--- src/rtl/pc_redirect_unit.sv ---
// pc_redirect_unit
//   Fetch PC register and next-PC selection for the pipelined MIPS core.
//   Evaluates branches (beq/bne/blez/bgtz/bltz/bgez) and jumps (j/jal, jr/jalr)
//   from decode. A redirect that arrives while fetch is stalled is held and
//   applied on the first unstalled edge.
//
// Optional feature macro: PC_EXC_EN (adds exception entry and eret return).
//
// Ports:
//   clk, reset       clock, synchronous active-high reset
//   fetch_stall      hold the PC this cycle
//   br_type          000 none, 001 beq, 010 bne, 011 blez, 100 bgtz,
//                    101 bltz, 110 bgez, 111 reserved (no branch)
//   jump, jump_reg   j/jal and jr/jalr in decode
//   dec_pc           PC of the decode-stage instruction
//   rs_val, rt_val   forwarded operands
//   imm16, imm26     branch offset, jump index
//   exc_req, eret,   (PC_EXC_EN only) exception entry, return, return address
//   epc
//   pc               registered fetch PC
//   pc_plus4         pc + 4
//   link_addr        dec_pc + 8 (return address past the delay slot)
//   taken            decode instruction redirects fetch this cycle
//   pend_valid       a redirect is buffered
module pc_redirect_unit #(
    parameter int unsigned WIDTH    = 32,
    parameter logic [31:0] RESET_PC = 32'h0000_3000
`ifdef PC_EXC_EN
    ,
    parameter logic [31:0] EXC_VECTOR = 32'h0000_4180
`endif
) (
    input  logic             clk,
    input  logic             reset,
    input  logic             fetch_stall,
    input  logic [2:0]       br_type,
    input  logic             jump,
    input  logic             jump_reg,
    input  logic [WIDTH-1:0] dec_pc,
    input  logic [WIDTH-1:0] rs_val,
    input  logic [WIDTH-1:0] rt_val,
    input  logic [15:0]      imm16,
    input  logic [25:0]      imm26,
`ifdef PC_EXC_EN
    input  logic             exc_req,
    input  logic             eret,
    input  logic [WIDTH-1:0] epc,
`endif
    output logic [WIDTH-1:0] pc,
    output logic [WIDTH-1:0] pc_plus4,
    output logic [WIDTH-1:0] link_addr,
    output logic             taken,
    output logic             pend_valid
);

    localparam logic [WIDTH-1:0] RESET_PC_W = WIDTH'(RESET_PC);
    localparam logic [WIDTH-1:0] FOUR       = WIDTH'(4);
    localparam logic [WIDTH-1:0] EIGHT      = WIDTH'(8);
`ifdef PC_EXC_EN
    localparam logic [WIDTH-1:0] EXC_PC_W   = WIDTH'(EXC_VECTOR);
`endif

    typedef enum logic [2:0] {
        BR_NONE = 3'b000,
        BR_BEQ  = 3'b001,
        BR_BNE  = 3'b010,
        BR_BLEZ = 3'b011,
        BR_BGTZ = 3'b100,
        BR_BLTZ = 3'b101,
        BR_BGEZ = 3'b110,
        BR_RSVD = 3'b111
    } br_type_e;

    logic [WIDTH-1:0] pend_target;
    logic [WIDTH-1:0] dec_pc_plus4;
    logic [WIDTH-1:0] branch_offset;
    logic [WIDTH-1:0] branch_target;
    logic [WIDTH-1:0] jump_target;
    logic [WIDTH-1:0] target;
    logic             rs_neg;
    logic             rs_zero;
    logic             branch_cond;

    logic [WIDTH-1:0] pc_next;
    logic [WIDTH-1:0] pend_target_next;
    logic             pend_valid_next;

    assign pc_plus4      = pc + FOUR;
    assign link_addr     = dec_pc + EIGHT;
    assign dec_pc_plus4  = dec_pc + FOUR;
    assign branch_offset = {{(WIDTH-18){imm16[15]}}, imm16, 2'b00};
    assign branch_target = dec_pc_plus4 + branch_offset;
    assign jump_target   = {dec_pc_plus4[WIDTH-1:28], imm26, 2'b00};

    // Signed zero compares reduce to the sign bit plus an all-zero test.
    assign rs_neg  = rs_val[WIDTH-1];
    assign rs_zero = (rs_val == '0);

    always_comb begin
        branch_cond = 1'b0;
        unique case (br_type_e'(br_type))
            BR_BEQ:  branch_cond = (rs_val == rt_val);
            BR_BNE:  branch_cond = (rs_val != rt_val);
            BR_BLEZ: branch_cond = rs_neg | rs_zero;
            BR_BGTZ: branch_cond = ~rs_neg & ~rs_zero;
            BR_BLTZ: branch_cond = rs_neg;
            BR_BGEZ: branch_cond = ~rs_neg;
            BR_NONE,
            BR_RSVD: branch_cond = 1'b0;
            default: branch_cond = 1'b0;
        endcase
    end

    assign taken = jump_reg | jump | branch_cond;

    always_comb begin
        target = branch_target;
        if (jump_reg) begin
            target = rs_val;
        end else if (jump) begin
            target = jump_target;
        end
    end

    always_comb begin
        pc_next          = pc;
        pend_valid_next  = pend_valid;
        pend_target_next = pend_target;

        if (fetch_stall) begin
            // Latest redirect wins; an older buffered one is simply replaced.
            if (taken) begin
                pend_target_next = target;
                pend_valid_next  = 1'b1;
            end
        end else if (taken) begin
            pc_next         = target;
            pend_valid_next = 1'b0;
        end else if (pend_valid) begin
            pc_next         = pend_target;
            pend_valid_next = 1'b0;
        end else begin
            pc_next = pc_plus4;
        end

`ifdef PC_EXC_EN
        // Exception entry / return override stall and any redirect.
        if (exc_req) begin
            pc_next         = EXC_PC_W;
            pend_valid_next = 1'b0;
        end else if (eret) begin
            pc_next         = epc;
            pend_valid_next = 1'b0;
        end
`endif
    end

    always_ff @(posedge clk) begin
        if (reset) begin
            pc          <= RESET_PC_W;
            pend_valid  <= 1'b0;
            pend_target <= '0;
        end else begin
            pc          <= pc_next;
            pend_valid  <= pend_valid_next;
            pend_target <= pend_target_next;
        end
    end

endmodule

--- config.mk ---
export PLATFORM = sky130hd
export DESIGN_NAME = pc_redirect_unit
export DESIGN_NICKNAME = d
export VERILOG_FILES = /design/src/rtl/pc_redirect_unit.sv
export SDC_FILE = /design/constraint.sdc
export NUM_CORES = 1
export LEC_CHECK = 0
export ABC_AREA = 0
export CAP_MARGIN = 30
export CELL_PAD_IN_SITES_DETAIL_PLACEMENT = 1
export CELL_PAD_IN_SITES_GLOBAL_PLACEMENT = 2
export CORE_ASPECT_RATIO = 0.75
export CORE_MARGIN = 1
export CORE_UTILIZATION = 23
export CTS_BUF_LIST = sky130_fd_sc_hd__clkbuf_8
export DETAILED_ROUTE_END_ITERATION = 10
export GPL_TIMING_DRIVEN = 0
export HOLD_SLACK_MARGIN = 0.03
export PLACE_DENSITY_LB_ADDON = 0.1
export SLEW_MARGIN = 10
export SYNTH_ARGS = -nofsm -noshare
export SYNTH_HDL_FRONTEND = slang
export SYNTH_SLANG_ARGS = --single-unit
--- constraint.sdc ---
create_clock -name clk -period 3.2 [get_ports clk]
set_input_delay 0.32 -clock clk [delete_from_list [all_inputs] [get_ports clk]]
set_output_delay 0.32 -clock clk [all_outputs]
set_load 0.05 [all_outputs]
# Word level (Yosys, flattened, before mapping)
# Cells that the tools add are included.
[op_classes] reduce_logical=5 n_addsub=4 eq_ne=9 n_mux=5 n_bitwise=7
[op_table] op="32-bit 2-to-1 mux" count=4
[op_table] op="32-bit by 3-bit adder with 32-bit output, second input constant" count=2
[op_table] op="32-bit adder" count=1
[op_table] op="32-bit by 4-bit adder with 32-bit output, second input constant" count=1
[op_table] op="32-bit equality test" count=1
[op_table] op="32-bit logical NOT" count=1
[op_table] op="32-bit != test" count=1
[op_table] op="3-bit equality test, second input constant" count=4
[op_table] op="1-bit one-hot mux with 7 select lines" count=1
[op_table] op="3-bit by 2-bit equality test with 1-bit output, second input constant" count=2
[op_table] op="2-bit OR reduction" count=2
[op_table] op="3-bit by 1-bit equality test with 1-bit output, second input constant" count=1
[op_table] op="3-bit logical NOT" count=1
[op_table] op="1-bit NOT" count=3
[op_table] op="1-bit OR" count=3
[op_table] op="2-bit AND reduction" count=1
[op_table] op="1-bit AND" count=1
[totals] in_bits=146 output_inout_bits=98 ff_bits=65

# Depth between registers and ports, before layout
[depth] depth_word=6 mapped_depth=18 mapped_depth_nobuf=16

# Worst setup path before layout
# OpenSTA, ideal clock, no wires.
[synth_path] kind="in2reg" from="input port dec_pc[15]" to="register pc[31]" n_path_buf=1 required_ns=3.064 cell_stages=16 setup_ns=0.136 path_slack_ns=-0.241 arrival_ns=3.306 cell_sequence="buf_2 -> nand4_1 -> nor2_1 -> nand3_1 -> nor3_1 -> nand2_1 -> xnor2_1 -> ha_1 -> a21o_1 -> a21o_1 -> a21o_1 -> and3_1 -> a2111oi_1 -> o2111ai_1 -> nor4_1 -> a21oi_1"
[synth_via] elab_chain_len=5
[synth_rtl] element="start, declared" line_no="39" source="input logic [WIDTH-1:0] dec_pc,"
[synth_rtl] element="32-bit by 3-bit adder with 32-bit output (*)" line_no="90" source="assign dec_pc_plus4 = dec_pc + FOUR;"
[synth_rtl] element="32-bit adder" line_no="92" source="assign branch_target = dec_pc_plus4 + branch_offset;"
[synth_rtl] element="32-bit 2-to-1 mux (*)" line_no="120" source="end else if (jump) begin"
[synth_rtl] element="32-bit 2-to-1 mux (*)" line_no="118" source="if (jump_reg) begin"
[synth_rtl] element="32-bit 2-to-1 mux (*)" line_no="136" source="end else if (taken) begin"
[synth_rtl] element="end signal, assigned" line_no="164" source="pc <= pc_next;"
[synth_rtl] element="end, declared" line_no="49" source="output logic [WIDTH-1:0] pc,"
# Mark *: on every way between the ends. The rest lies on a longest branch, timed or not.
# A chain may end at the register's enable or synchronous reset.

# Worst setup path after layout
[layout_path] from="input port dec_pc[3]" to="register pc[24]"
[layout_via] elab_chain_len=5
[layout_rtl] element="32-bit by 3-bit adder with 32-bit output" line_no="90"
[layout_rtl] element="32-bit adder" line_no="92"
[layout_rtl] element="32-bit 2-to-1 mux" line_no="120"
[layout_rtl] element="32-bit 2-to-1 mux" line_no="118"
[layout_rtl] element="32-bit 2-to-1 mux" line_no="136"
# No other way between the ends.

==> impl_metrics.json <==
{
  "groute.usage.overall": 0.235,
  "io_buffer_count": 231,
  "rows": 56,
  "chipWidth_um": 211,
  "rsz0062_at_grt": "true",
  "synth_cell_types": 83,
  "dpl_cell_area_mm2": 0.0105,
  "grt_pass1_vias": 9260,
  "setup_viol": 5,
  "die_h_um": 158,
  "hold_viol": 0,
  "antenna_found_initial": 5,
  "synth_fp_nets": 1184,
  "clk_pin_slew_worst_paths_ps": 80,
  "design_power_total_w": 0.00387,
  "synth_warnings": 0,
  "htreeDepth": 3,
  "grt_pass1_wl_mm": 57.9,
  "clockBufferDepth": 2,
  "synthCells": 1001,
  "powerDensity_mw_per_mm2": 305,
  "min_period_ps": 3300,
  "cts_tree": "built",
  "synth-seq-cells": 65,
  "routabilityCongestion": 0.840,
  "synth_edf_count": 0,
  "cts_hold_buf": 0,
  "synthFlopType": "dfxtp_1",
  "final_util": 0.400,
  "hp-class": "in -> reg",
  "drt-total-wl_mm": 40.0,
  "grt_overflow": 0,
  "die_area_mm2": 0.0334,
  "drive_above_1_share": 0.275,
  "synth_top_area_frac": 0.173,
  "worst_slack_ps": -104,
  "relSlewSlack": 0.381,
  "drc": 0,
  "final_common_cell": "clkdlybuf4s50_1",
  "ant_nets": 0,
  "cts.sinks": 65,
  "cp.required_ps": 3500,
  "slew_violations": 0,
  "endpoint_kind": "register",
  "fmax_mhz": 303,
  "num_io_pins": 244,
  "dp_hpwl_mm": 32.5,
  "cts_buffers": 9,
  "final_cell_area_mm2": 0.0127,
  "status": "complete, but fails checks",
  "layout-area-overhead-vs-synth_pct": 68.9,
  "peakVddDrop_mv": 0.173,
  "initial_utilization": 0.237,
  "fin_crit_sh": 1.03,
  "coreArea_mm2": 0.0317,
  "async_flop_share": 0,
  "syn_area_mm2": 0.00751,
  "tightest_slew_ps": 929,
  "cap_violations": 0,
  "critPathArrivalTime_ps": 3610,
  "yosysSeqAreaShare": 0.173,
  "drtPass1Iterations": 4,
  "p_leak_nw": 4.91,
  "wire_per_inst_um": 22.4,
  "critPathLaunchType": "input port",
  "dr.first_iter.drc_count": 446,
  "viasPerCell": 5.06,
  "grt_max_degree": 25,
  "crit_type": "in -> reg",
  "skew_ps": 11.0,
  "violations": "setup timing",
  "root_buffer": "clkbuf_8",
  "layout_common_cells": "clkdlybuf4s50_1, buf_4, nand2_1, xnor2_1, nor2_1",
  "critPathMaxFanout": 4,
  "yosysTopAreaCell": "dfxtp_1",
  "nets": 1529,
  "tns_ps": -220,
  "avgSynthCellArea_um2": 7.50,
  "vias": 9047,
  "worstSkewPairLatency_ps": 370,
  "synth_area_leaders": "dfxtp_1, xnor2_1, ha_1, nand2_1, mux2i_1"
}
-- state kept, by name, summed over array words and instances (netlist names) --
name and flops:
pc 32, pend_target 32, pend_valid 1
-- path summary, 6_finish.rpt --
path	startpoint	slack (ps)	to	depth (start not counted)
worst max-delay path	dec_pc[3]	-100	pc[24]	17
worst min-delay path	rs_val[31]	440	pend_target[31]	3
worst max register to register	pend_valid	740	pc[4]	5
worst min register to register	pend_target[23]	450	pend_target[23]	2
-- cells in the mapped netlist, types with 4 or more instances --
master,number
nand4_2,4
and2_1,12
o21ai_0,31
nor3_1,32
and3_1,15
o22ai_1,7
nand2b_1,10
buf_2,14
a211oi_1,20
clkbuf_1,29
xor2_1,32
buf_4,7
o211ai_1,13
ha_1,36
a31oi_1,6
buf_6,6
mux2i_1,38
xnor2_1,94
nor4b_1,6
mux2_2,8
nor4_1,12
inv_1,29
a21oi_1,73
nand4_1,36
o21ai_1,11
nand3_1,32
nand2_1,110
a21o_1,14
o2111ai_1,5
nor2b_1,5
o21a_1,15
nor2_1,83
o21bai_1,8
dfxtp_1,65
and4_1,6
-- final cells by class --
cell class | count | area [um^2]
multi-input combinational | 844 | 6960
clock inverter | 7 | 85.1
clock buffer | 9 | 124
sequential | 65 | 1300
inverter | 30 | 118
timing repair buffer | 338 | 3180
fill | 3767 | 19000
buffer | 58 | 359
tap | 435 | 544
antenna | 3 | 7.51
-- metrics by stage --
step,hold WS (ps),std cells,worst slack (ps)
after floorplan,433,1001,-31.3
after global placement,444,1667,-1500
after detailed placement,448,1667,-1520
after CTS,409,1736,-108
after global routing,448,1787,-197
final,440,1789,-104
-- report_power, final --
group,leakage (nW),switching [W],total (W),internal (W)
Sequential,0.538,0.0000712,0.000948,0.000876
Combinational,4.26,0.00125,0.00214,0.000892
Clock,0.113,0.000348,0.000780,0.000432
Total,4.91,0.00167,0.00387,0.00220
-- critical path, cell delays in order --
cell	delay, ps
buf_12	90
ha_4	150
nand3_4	120
buf_4	170
nor4_4	260
nand2_2	150
xnor2_2	170
ha_1	330
nand4_1	200
a21oi_2	250
buf_4	150
a211oi_2	30
a221o_1	310
nand2_2	110
xnor2_4	160
or4b_4	500
a21oi_2	120
-- repair_timing --
action                                  CTS  global route
endpoints found under the setup margin   77            43
gates resized for setup                 244           126
pin swaps                                88           108
buffers inserted                         57            51
-- metal layers --
layer,global-route usage,share of wire,vias to the layer above
li1,-,-,4342
met2,0.364,0.43,219
met5,0,0.00067,-
met3,0.0462,0.053,27
met4,0.0307,0.011,4
met1,0.341,0.50,4455
-- cell families (layout without fill, tap and decap cells) --
| logic type | count (synthesis) | after routing | share of synthesized area |
|---|---|---|---|
| fa+ha+maj | 37 | 37 | 0.0627 |
| flops | 65 | 65 | 0.173 |
| mux | 46 | 46 | 0.0627 |
| other cells | 0 | 3 | 0 |
| xor+xnor | 128 | 128 | 0.153 |
| compound gates | 252 | 252 | 0.233 |
| simple gates | 381 | 381 | 0.257 |
| buf+inv | 92 | 442 | 0.0587 |
No activity file was read; power rests on OpenSTA's default activity.
==> variant (same flow settings) <==
Build with the macro `PC_EXC_EN` defined.
--- a/src/rtl/pc_redirect_unit.sv
+++ b/src/rtl/pc_redirect_unit.sv
@@ -22,6 +22,8 @@
 //   link_addr        dec_pc + 8 (return address past the delay slot)
 //   taken            decode instruction redirects fetch this cycle
 //   pend_valid       a redirect is buffered
+`define PC_EXC_EN
+
 module pc_redirect_unit #(
     parameter int unsigned WIDTH    = 32,
     parameter logic [31:0] RESET_PC = 32'h0000_3000
Ports: changed (added epc, eret and exc_req); port bits go from 244 to 278. The function was not compared with the original's and may differ.
==> variant against the unedited design <==
  * Wire length is 11% higher
  * Synthesized cell count increased by 4.0%
  * Highest routed layer is now met4
  * Clock skew is 0.00068 ns higher
  * Largest cell class unchanged
  * Synthesized area about the same
  * Worst setup slack worse by 0.056 ns
  * The run still ends with negative setup slack left
  * Sequential cell count unchanged
  * Critical endpoint is now pc[30]
  * Final area up 1.0%
  * Power is 7.4% lower
  * Global-route usage is 2.6 points higher
==> variant: results (changes against the unedited design) <==
run status finished, violations left; failing checks negative setup slack; r2r endpoint pc[26]; Iter 0 DRT Violations 604 (+35%); post-synthesis sequential area ratio 17.34% (about the same); DR WL met3 1.902 mm (-11%); setup slack after layout -0.1591 ns (-0.05552 ns); Post-CTS Setup Inserts 51 (-11%); M1 WL 22.36 mm (+11%); slowest stage delay, CP 0.31 ns (-0.19 ns); RD Place Congestion 0.8569 (+2.0%); top cells by count, synth nand2_1, xnor2_1, nor2_1; final setup vio count 9 (+4); CP max-delay cell a211o_1; Final TNS setup -0.6871 ns (-0.4673 ns); number of fillers in the final layout 3814 (+1.2%); GR Util met1 38.24% (+4.2 points); wire per inst 24.36 µm (+8.9%); class of the worst hold path register to register; Fin Clk Skew 0.01166 ns (+0.0006796 ns); beginning of the worst register-to-register path pc[8]; post-detail-place hpwl 35.35 mm (+8.8%); Post-Syn Nets 1257 (+6.2%); R2R cell count 9 (+4); final net count 1600 (+4.6%); worst-path maximum fanout 3 (-1); gr usage total 26.04% (+2.6 points); routed wl met2 19.91 mm (+15%); DR vias/cell 5.167 (+2.2%); Worst EP arrival 3.59 ns (-0.02 ns); crit-path leading delay family compound AO/OA/AOI/OAI gates; first-pass GRT wire length 63.72 mm (+10%); slew at the pin closest to its max-slew limit 0.9543 ns (+0.02553 ns); DR top layer met4; Port-buffer cells 269 (+16%); number of global-route vias before repair 9651 (+4.2%); post-synthesis cell count 1041 (+4.0%); met2 Resource Use GR 40.37% (+4.0 points); Hold WS 0.4547 ns (+0.01511 ns); Leakage 4.814 nW (-1.9%); Inst Count DP 1746 (+4.7%); crit path from dec_pc[4]
-- variant: area by class of cell --
class	instances	area [µm²]	area share (%)
Multi-Input combinational cell	881	7087	55.31
Antenna cell	7	17.52	0.1367
Sequential cell	65	1303	10.17
Timing Repair Buffer	342	3241	25.29
Clock buffer	11	151.4	1.182
Clock inverter	5	22.52	0.1758
Buffer	61	356.6	2.783
Inverter	24	90.09	0.7031
Tap cell	435	544.3	4.248
-- variant: power breakdown --
group	total, W	internal [W]	switching, W
combinational	0.00198	0.000823	0.00116
sequential	0.000919	0.000865	0.0000541
clock	0.000683	0.000315	0.000369
-- variant: kinds of logic after synthesis --
kind of cell	after synthesis	share of synthesized area, %
DFF	65	17.34
and+or+nand+nor	393	25.56
buffers and inverters	95	5.719
AOI/OAI and AO/OA	273	23.13
xor gates and xnor gates	133	15.52
adders and majority gates	36	6.103
muxes	46	6.620
